$ cat src/rtl/uart_icb_regs.sv
// uart_icb_regs: ICB slave register block for the UART.
//
// Holds the received bytes in an RX FIFO, reports status, drives the
// baud/parity configuration, and pushes bytes into the UART TX FIFO.
// Interrupts are raised per source through the IE/IP registers.
// Addresses 6 and 7 (addr[4:2]) answer with err = 1.
//
// Optional feature: define UART_RX_TIMEOUT_EN to build the RX idle-timeout
// counter that drives IP[3]. When it is undefined, IP[3] reads 0 and
// IE[3] is stored but has no effect.
//
// Ports:
//   clk, rst_n                  clock, synchronous active-low reset
//   icb_cmd_* / icb_rsp_*       ICB command and response channels
//   irq_o                       registered level interrupt, |(IP & IE)
//   fifowrfull/fifowrreq/fifowdata   TX FIFO full flag, push strobe, byte
//   rxdata/rxdataupdate/parityerror/frameerror   RX deserializer
//   tx_cnt, rx_cnt, parity      baud divisors and parity mode from CTRL
module uart_icb_regs #(
    parameter int RX_DEPTH    = 16,
    parameter int TIMEOUT_CYC = 256
) (
    input  logic        clk,
    input  logic        rst_n,
    input  logic        icb_cmd_vld,
    output logic        icb_cmd_rdy,
    input  logic        icb_cmd_read,
    input  logic [11:0] icb_cmd_addr,
    input  logic [31:0] icb_cmd_wdata,
    input  logic [3:0]  icb_cmd_wmask,
    output logic        icb_rsp_vld,
    input  logic        icb_rsp_rdy,
    output logic [31:0] icb_rsp_rdata,
    output logic        icb_rsp_err,
    output logic        irq_o,
    input  logic        fifowrfull,
    output logic        fifowrreq,
    output logic [7:0]  fifowdata,
    input  logic [7:0]  rxdata,
    input  logic        rxdataupdate,
    input  logic        parityerror,
    input  logic        frameerror,
    output logic [11:0] tx_cnt,
    output logic [8:0]  rx_cnt,
    output logic [1:0]  parity
);
    localparam int AW = $clog2(RX_DEPTH);
    localparam int CW = $clog2(RX_DEPTH + 1);

    logic        rsp_vld_q, rsp_err_q, irq_q, tx_req_q;
    logic [31:0] rsp_rdata_q, rd_val;
    logic [7:0]  tx_data_q;
    logic [22:0] ctrl_q, ctrl_d;
    logic [3:0]  ie_q, ie_d;
    logic [3:1]  ip_q, ip_d, ip_set, ip_clr;
    logic [2:0]  sel;
    logic        accept, is_wr, unmapped;

    // RX input sampling: one register stage, then edge detect
    logic        rx_upd_q, rx_upd_prev_q;
    logic [9:0]  rx_in_q;
    logic [9:0]  rx_mem_q [RX_DEPTH];
    logic [AW-1:0] wr_ptr_q, rd_ptr_q;
    logic [CW-1:0] rx_count_q;
    logic        rx_push, rx_pop, rx_wr_en, rx_empty, rx_full, overrun_set;
    logic        tx_wr, tx_push, tx_drop_set, to_set;
    logic        unused_ok;

    assign unused_ok = ^{icb_cmd_addr[11:5], icb_cmd_addr[1:0],
                         icb_cmd_wdata[31:23], icb_cmd_wmask[3]};

    assign icb_cmd_rdy = ~rsp_vld_q | icb_rsp_rdy;
    assign accept      = icb_cmd_vld & icb_cmd_rdy;
    assign is_wr       = ~icb_cmd_read;
    assign sel         = icb_cmd_addr[4:2];
    assign unmapped    = sel[2] & sel[1];

    assign rx_empty    = (rx_count_q == '0);
    assign rx_full     = (rx_count_q == CW'(RX_DEPTH));
    assign rx_push     = rx_upd_q & ~rx_upd_prev_q;
    assign rx_pop      = accept & icb_cmd_read & (sel == 3'd0) & ~rx_empty;
    // A pop in the same cycle frees the slot, so a full FIFO still accepts
    assign rx_wr_en    = rx_push & (~rx_full | rx_pop);
    assign overrun_set = rx_push & rx_full & ~rx_pop;

    assign tx_wr       = accept & is_wr & (sel == 3'd1) & icb_cmd_wmask[0];
    assign tx_push     = tx_wr & ~fifowrfull;
    assign tx_drop_set = tx_wr & fifowrfull;

    always_ff @(posedge clk) begin
        if (!rst_n) begin
            rx_upd_q      <= 1'b0;
            rx_upd_prev_q <= 1'b0;
            rx_in_q       <= '0;
            wr_ptr_q      <= '0;
            rd_ptr_q      <= '0;
            rx_count_q    <= '0;
        end else begin
            rx_upd_q      <= rxdataupdate;
            rx_upd_prev_q <= rx_upd_q;
            rx_in_q       <= {frameerror, parityerror, rxdata};
            if (rx_wr_en) wr_ptr_q <= wr_ptr_q + AW'(1);
            if (rx_pop)   rd_ptr_q <= rd_ptr_q + AW'(1);
            case ({rx_wr_en, rx_pop})
                2'b10:   rx_count_q <= rx_count_q + CW'(1);
                2'b01:   rx_count_q <= rx_count_q - CW'(1);
                default: rx_count_q <= rx_count_q;
            endcase
        end
    end

    always_ff @(posedge clk) begin
        if (rx_wr_en) rx_mem_q[wr_ptr_q] <= rx_in_q;
    end

`ifdef UART_RX_TIMEOUT_EN
    localparam int TW = $clog2(TIMEOUT_CYC);
    logic [TW-1:0] to_cnt_q;
    logic          to_fired_q, to_clr, to_hit;

    assign to_clr = rx_push | rx_pop | rx_empty;
    assign to_hit = (to_cnt_q == TW'(TIMEOUT_CYC - 1));
    // Fires once per idle period; the counter then sits at the threshold
    assign to_set = ~to_clr & to_hit & ~to_fired_q;

    always_ff @(posedge clk) begin
        if (!rst_n) begin
            to_cnt_q   <= '0;
            to_fired_q <= 1'b0;
        end else if (to_clr) begin
            to_cnt_q   <= '0;
            to_fired_q <= 1'b0;
        end else begin
            if (!to_hit) to_cnt_q <= to_cnt_q + TW'(1);
            if (to_set)  to_fired_q <= 1'b1;
        end
    end
`else
    assign to_set = 1'b0;
`endif

    always_comb begin
        ctrl_d = ctrl_q;
        ie_d   = ie_q;
        ip_clr = '0;
        if (accept && is_wr) begin
            if (sel == 3'd3) begin
                if (icb_cmd_wmask[0]) ctrl_d[7:0]   = icb_cmd_wdata[7:0];
                if (icb_cmd_wmask[1]) ctrl_d[15:8]  = icb_cmd_wdata[15:8];
                if (icb_cmd_wmask[2]) ctrl_d[22:16] = icb_cmd_wdata[22:16];
            end
            if (sel == 3'd4 && icb_cmd_wmask[0]) ie_d = icb_cmd_wdata[3:0];
            if (sel == 3'd5 && icb_cmd_wmask[0]) ip_clr = icb_cmd_wdata[3:1];
        end
        ip_set = {to_set, tx_drop_set, overrun_set};
        // Set is applied after clear so a simultaneous event is not lost
        ip_d   = (ip_q & ~ip_clr) | ip_set;
    end

    always_comb begin
        rd_val = '0;
        case (sel)
            3'd0: if (!rx_empty) rd_val = {21'b0, 1'b1, rx_mem_q[rd_ptr_q]};
            3'd2: rd_val = {16'b0, 8'(rx_count_q), 5'b0, fifowrfull, rx_full, rx_empty};
            3'd3: rd_val = {9'b0, ctrl_q};
            3'd4: rd_val = {28'b0, ie_q};
            3'd5: rd_val = {28'b0, ip_q, ~rx_empty};
            default: rd_val = '0;
        endcase
    end

    always_ff @(posedge clk) begin
        if (!rst_n) begin
            ctrl_q      <= 23'h145A2B;
            ie_q        <= '0;
            ip_q        <= '0;
            irq_q       <= 1'b0;
            tx_req_q    <= 1'b0;
            tx_data_q   <= '0;
            rsp_vld_q   <= 1'b0;
            rsp_rdata_q <= '0;
            rsp_err_q   <= 1'b0;
        end else begin
            ctrl_q   <= ctrl_d;
            ie_q     <= ie_d;
            ip_q     <= ip_d;
            irq_q    <= |({ip_q, ~rx_empty} & ie_q);
            tx_req_q <= tx_push;
            if (tx_push) tx_data_q <= icb_cmd_wdata[7:0];
            if (accept) begin
                rsp_vld_q   <= 1'b1;
                rsp_rdata_q <= icb_cmd_read ? rd_val : 32'b0;
                rsp_err_q   <= unmapped;
            end else if (icb_rsp_rdy) begin
                rsp_vld_q   <= 1'b0;
            end
        end
    end

    assign icb_rsp_vld   = rsp_vld_q;
    assign icb_rsp_rdata = rsp_rdata_q;
    assign icb_rsp_err   = rsp_err_q;
    assign irq_o         = irq_q;
    assign fifowrreq     = tx_req_q;
    assign fifowdata     = tx_data_q;
    assign tx_cnt        = ctrl_q[11:0];
    assign rx_cnt        = ctrl_q[20:12];
    assign parity        = ctrl_q[22:21];
endmodule

$ cat config.mk
export PLATFORM = sky130hd
export DESIGN_NAME = uart_icb_regs
export DESIGN_NICKNAME = d
export VERILOG_FILES = /design/src/rtl/uart_icb_regs.sv
export SDC_FILE = /design/constraint.sdc
export NUM_CORES = 1
export LEC_CHECK = 0
export CELL_PAD_IN_SITES_DETAIL_PLACEMENT = 1
export CELL_PAD_IN_SITES_GLOBAL_PLACEMENT = 1
export CORE_UTILIZATION = 47
export DETAILED_ROUTE_END_ITERATION = 8
export DONT_BUFFER_PORTS = 1
export PLACE_DENSITY_LB_ADDON = 0.1
export SLEW_MARGIN = 5
export SYNTH_ARGS = -nofsm -noshare
export SYNTH_HDL_FRONTEND = slang
export SYNTH_SLANG_ARGS = --single-unit
$ cat constraint.sdc
create_clock -name clk -period 2.9 [get_ports clk]
set_input_delay 0.435 -clock clk [delete_from_list [all_inputs] [get_ports clk]]
set_output_delay 0.435 -clock clk [all_outputs]
set_load 0.02 [all_outputs]
; ---- Word-level counts from Yosys, hierarchy flattened
; Memory sizes are Yosys's and may differ from the RTL's. A register that Yosys moved wholly into a read port is not among the register bits.
; Cells that the tools add are included.
[totals]
register_bits = 99
ram_bits = 160
input_bits = 65
output_inout_bits = 68
elab_cells = 81
n_memories = 1
[op_classes]
n_addsub = 4
n_eq_ne = 8
n_mux = 12
bitwise_logic = 27
n_reduce_logical = 12
[memory_table]
columns = name, depth, width, read_ports, rd_ports_with_merged_regs, write_ports, line
row1 = rx_mem_q, 16, 10, 1, 1, 1, 62  ; logic [9:0] rx_mem_q [RX_DEPTH];
[ops]
columns = cell, count
row1 = $pmux W32 S5, 1
row2 = $mux W32, 1
row3 = $and A1 B1 Y1, 14
row4 = $mux W11, 1
row5 = $pmux W5 S2, 1
row6 = $reduce_and A3 Y1, 3
row7 = $add A4 B1 Y4 const B, 2
row8 = $mux W4, 2
row9 = $not A1 Y1, 7
row10 = $eq A3 B2 Y1 const B, 2
row11 = $eq A3 B3 Y1 const B, 2
row12 = $mux W3, 2
row13 = $add A5 B1 Y5 const B, 1
row14 = $eq A5 B5 Y1 const B, 1
row15 = $logic_not A5 Y1, 1
row16 = $sub A5 B1 Y5 const B, 1
row17 = $and A4 B4 Y4, 1
row18 = $mux W1, 4
row19 = $reduce_bool A2 Y1, 2
row20 = $reduce_or A4 Y1, 1
row21 = $and A3 B3 Y3, 1
row22 = $eq A3 B1 Y1 const B, 1
row23 = $logic_and A1 B1 Y1, 3
row24 = $logic_not A3 Y1, 1
row25 = 6 further kinds, 7

; ---- Longest topological paths before layout
[logic_depth]
word_depth = 10
ltp_mapped = 11
mapped_depth_nobuf = 10

; ---- Worst setup path before layout
; No wires, ideal clock.
[synth_timing]
path_kind = in2reg
startpoint = in icb_cmd_addr[4]
endpoint = mem rx_mem_q[0][0] (enable)
setup_ns = 0.390
arrival_ns = 2.417
required_time_ns = 2.510
slack_ns = 0.093
path_stages = 6
path_buffers = 1
cell_sequence = or3_1 > o311ai_1 > and2_0 > clkbuf_1 > nand2_1 > nor3_1
[synth_between]
elab_chain_len = 7
[synth_lines]
columns = element, line
row1 = from (decl), 28  ; input logic [11:0] icb_cmd_addr,
row2 = $logic_not A3 Y1, 81  ; assign rx_pop = accept & icb_cmd_read & (sel == 3'd0) & ~rx_empty;
row3 = $and A1 B1 Y1 (2 in a row), 81
row4 = $or A1 B1 Y1, 83  ; assign rx_wr_en = rx_push & (~rx_full | rx_pop);
row5 = $and A1 B1 Y1, 83
row6 = $mux W1, 113  ; if (rx_wr_en) rx_mem_q[wr_ptr_q] <= rx_in_q;
row7 = $mux W1 (not written as such), 113
row8 = to (decl), 62
; Every way passes these cells.

; ---- Worst setup path after layout
[layout_timing]
startpoint = reg rsp_vld_q (netlist: icb_rsp_vld)
endpoint = mem rx_mem_q[2][4] (enable)
[layout_between]
elab_chain_len = 10
[layout_lines]
columns = element, line
row1 = from (decl), 50  ; logic rsp_vld_q, rsp_err_q, irq_q, tx_req_q;
row2 = from (signal assigned), 180  ; rsp_vld_q <= 1'b0;
row3 = from (signal assigned), 191  ; rsp_vld_q <= 1'b1;
row4 = from (signal assigned), 195  ; rsp_vld_q <= 1'b0;
row5 = $not A1 Y1, 72  ; assign icb_cmd_rdy = ~rsp_vld_q | icb_rsp_rdy;
row6 = $or A1 B1 Y1, 72
row7 = $and A1 B1 Y1, 73  ; assign accept = icb_cmd_vld & icb_cmd_rdy;
row8 = $and A1 B1 Y1 (3 in a row), 81
row9 = $or A1 B1 Y1, 83
row10 = $and A1 B1 Y1, 83
row11 = $mux W1, 113
row12 = $mux W1 (not written as such), 113
; Every way passes these cells.

==> summary.md <==
| Metric | Value |
|---|---|
| Overflow left after global routing | `0` |
| Crit path max-delay family | `simple AND/OR/NAND/NOR gates` |
| Hold Vio Cnt, Final | `0` |
| Synth Area in Simple Gates | `about a tenth` |
| Compound-Gate Fraction of Synth Area | `approximately 4.6%` |
| Slowest stage delay, CP | `between 0.5 and 0.6 ns` |
| Worst-margin pin slew | `around 0.77 ns` |
| Maximum clock frequency | `between 300 and 400 MHz` |
| Flops & latches, synth | `roughly 250` |
| Core Rows | `53` |
| Inserted Diodes | `0` |
| Maximum fanout along the worst path | `10` |
| Die H | `between 100 and 150 um` |
| Drt drc | `0` |
| Vias | `approximately 5900` |
| Initial core utilization | `between 40% and 50%` |
| Placed Area | `10400 um2` |
| Worst setup path class | `reg2reg` |
| Initial DRT Pass Iterations | `4` |
| Clk Tree Root Cell | `clkbuf_16` |
| TNS Setup | `0 ns` |
| Maximum vdd drop | `approximately 0.00051 V` |
| GPL Wtd Cong | `roughly 0.84` |
| WL per Instance | `around 25 um` |
| Count of final setup violators | `0` |
| Ys Warns | `0` |
| CTS tree | `done` |
| Initial antenna violation count | `1` |
| Area grow syn2layout | `13.2%` |
| Clock Latency Late Sink | `0.55 ns` |
| Deepest clock path buffer count | `3` |
| Drt via density | `just under 6` |
| Seq/Total Area, Yosys | `between 60% and 70%` |
| CTS sink count | `~250` |
| Crit path arrival time | `roughly 2.8 ns` |
| CP max-delay cell | `o311ai_1` |
| Main synth FF type | `edfxtp_1` |
| Mean post-synth cell area | `roughly 15 um2` |
| Setup WS post-layout | `~0.35 ns` |
| Yosys top cell by area | `edfxtp_1` |
| Vias in the first global route | `between 6000 and 7000` |
| PortBufs | `0` |
| Status | `completed` |
| Worst Path Buf+Inv | `2` |
| Worst path required time | `about 3.1 ns` |
| Adder-Cell Fraction of Synth Area | `0.872%` |
| Min cycle time layout | `2.55 ns` |
| Power Dens Cells | `around 670 nW/um2` |
| Layout cell share with drive strength beyond 1 | `between 10% and 20%` |
| Global-route wire length before repair | `37600 um` |
| H-tree Lvls | `1` |
| Worst setup SP type | `flip-flop` |
| Gr usage total | `approximately 23%` |
| Leak pwr | `~3.8 nW` |
| Die W | `~150 um` |
| Largest net degree at the start of global routing | `41` |
| Number of synthesized flops with an enable pin | `160` |
| Die area | `~22000 um2` |
| Synth top area cells | `edfxtp_1 (48%), dfxtp_1 (19%), mux4_2 (8.3%), mux4_1 (3.4%), nand3_1 (2.3%)` |
| Clk_skew | `0.0127 ns` |
| Core area | `~21000 um2` |
| Initial DRC count | `about 300` |
| I/O Pins | `between 100 and 150` |
| Xor-xnor portion of the synthesized cell area | `less than 1%` |
| Worst path cell trace | `nor2b_2 -> o311ai_1 -> buf_4 -> and2_0 -> nand2_1 -> nor3_1 -> buf_4` |
| Area fraction of the dominant cell type after synthesis | `between 40% and 50%` |
| Final Max Tran Viols | `0` |
| Placement Setup Slack | `approximately 0.19 ns` |
| Final net count | `around 780` |
| Most used cell, CP | `buf_4` |
| Largest family of logic cells by synthesized area | `multiplexers` |
| Inserted Clock Buffers | `27` |
| Ys async rst share | `0%` |
| Antenna viol nets, final | `0` |
| Finished Cell Area | `roughly 11000 um2` |
| Clock-pin slew on the worst setup and hold paths | `roughly 0.06 ns` |
| RSZ-0062 raised after global routing | `false` |
| Multiplexer area fraction after synthesis | `13.9%` |
| Postcts setup bufs | `0` |
| Hold crit path type | `in2reg` |
| CP endpoint kind | `flip-flop` |
| Max-cap violations | `0` |
| Total wire length | `24800 um` |
| Max transition margin | `48.8%` |
| Synth Instances | `a little under 700` |
| DPL Wire Length | `approximately 16000 um` |
| Post-synth cell types | `55` |
| Post-Syn Area | `10000 um2` |
| Period utilization | `~88%` |
cell usage in the layout, fill, tap and decap left out, drive strengths merged, types with 3 or more instances in the layout:
cell type	Yosys	final
a21oi	25	25
a221oi	3	3
a222oi	5	5
a22oi	12	12
and2	17	17
buf	23	27
bufinv	0	3
clkbuf	29	40
clkinv	2	7
conb	1	9
dfxtp	94	94
dlygate4sd3	0	7
edfxtp	160	160
ha	7	7
inv	3	5
mux2i	20	20
mux4	50	50
nand2	51	51
nand2b	6	6
nand3	47	47
nand4	4	4
nor2	61	61
nor2b	4	4
nor3	10	10
nor3b	4	4
nor4	6	6
o21ai	12	12
or3	3	3
xnor2	5	5
path summary, 6_finish.rpt:
check | cells past startpoint | slack (ns) | endpoint | start
hold reg to reg | 2 | 0.46 | ip_q[3] | ip_q[3]
setup / recovery | 7 | 0.35 | rx_mem_q[2][4] | icb_rsp_vld
hold / removal | 1 | 0.02 | rx_in_q[2] | rxdata[2]
setup reg to reg | 7 | 0.35 | rx_mem_q[2][4] | icb_rsp_vld
report_power, final:
part           internal (mW)  switching, mW  leakage (nW)
Sequential              3.87         0.0689          2.23
Combinational         0.0818          0.126          1.15
Clock                   2.10           1.39         0.454
Total                   6.06           1.58          3.83
routing by layer:
layer | vias to the layer above | routed length, um | GRT usage, %
met4 | 0 | 537 | 7.06
met3 | 38 | 1690 | 5.00
met5 | - | 0 | 0
li1 | 2648 | - | -
met1 | 3048 | 10400 | 29.8
met2 | 180 | 12200 | 39.4
final cells by class:
class	count	area (um2)
clock buffer	40	767
clock inverter	10	140
fill	1999	9650
inverter	5	18.8
multi-input combinational	388	3120
sequential	254	6690
tap	275	344
timing repair buffer	34	298
per-stage QoR:
step | utilization [%] | std cells | power, mW | hold slack, ns
finish | 54.1 | 1006 | 7.64 | 0.0191
global route | 54.1 | 1006 | 7.89 | -0.000214
CTS | 54.0 | 1004 | 7.72 | 0.00120
detailed placement | 49.4 | 949 | 4.22 | 0.446
global placement | 49.4 | 949 | 4.20 | 0.433
floorplan | - | 699 | 4.16 | 0.424
state kept, by name, indices dropped and copies added (netlist names), 3 cells and up, named ones only:
signal and cells:
fifowdata 8, rx_mem_q 160, rx_in_q 10, rx_count_q 5, ctrl_q 23, icb_rsp_rdata 23, rd_ptr_q 4, ip_q 3
wr_ptr_q 4, ie_q 4
Yosys cell counts, types with 5 or more instances:
library cell and n:
edfxtp_1 160, nor2_1 60, ha_1 7, mux4_1 13, o21ai_0 11, and2_1 16
nand3_1 47, dfxtp_1 94, nor3_1 10, a222oi_1 5, nand2b_1 6, clkbuf_1 29
xnor2_1 5, buf_1 8, a22oi_1 12, nand2_1 51, mux4_2 37, a21oi_1 25
nor4_1 5, buf_4 9, mux2i_1 20
cell families (layout without fill, tap and decap cells):
| family | Yosys count | count (layout) |
|---|---|---|
| and+or+nand+nor | 222 | 222 |
| other | 1 | 9 |
| adders and majority gates | 7 | 7 |
| buffers and inverters | 57 | 89 |
| AOI/OAI and AO/OA | 71 | 71 |
| muxes | 72 | 72 |
| xor gates and xnor gates | 7 | 7 |
| DFF | 254 | 254 |
what timing repair did:
item / 4_1_cts / 5_1_grt
endpoints found under the setup margin: 0 / 1
resized for setup: 0 / 1
hold buffers: 5 / 2
hold endpoints to repair: 13 / 2
(Power assumes the default switching activity.)
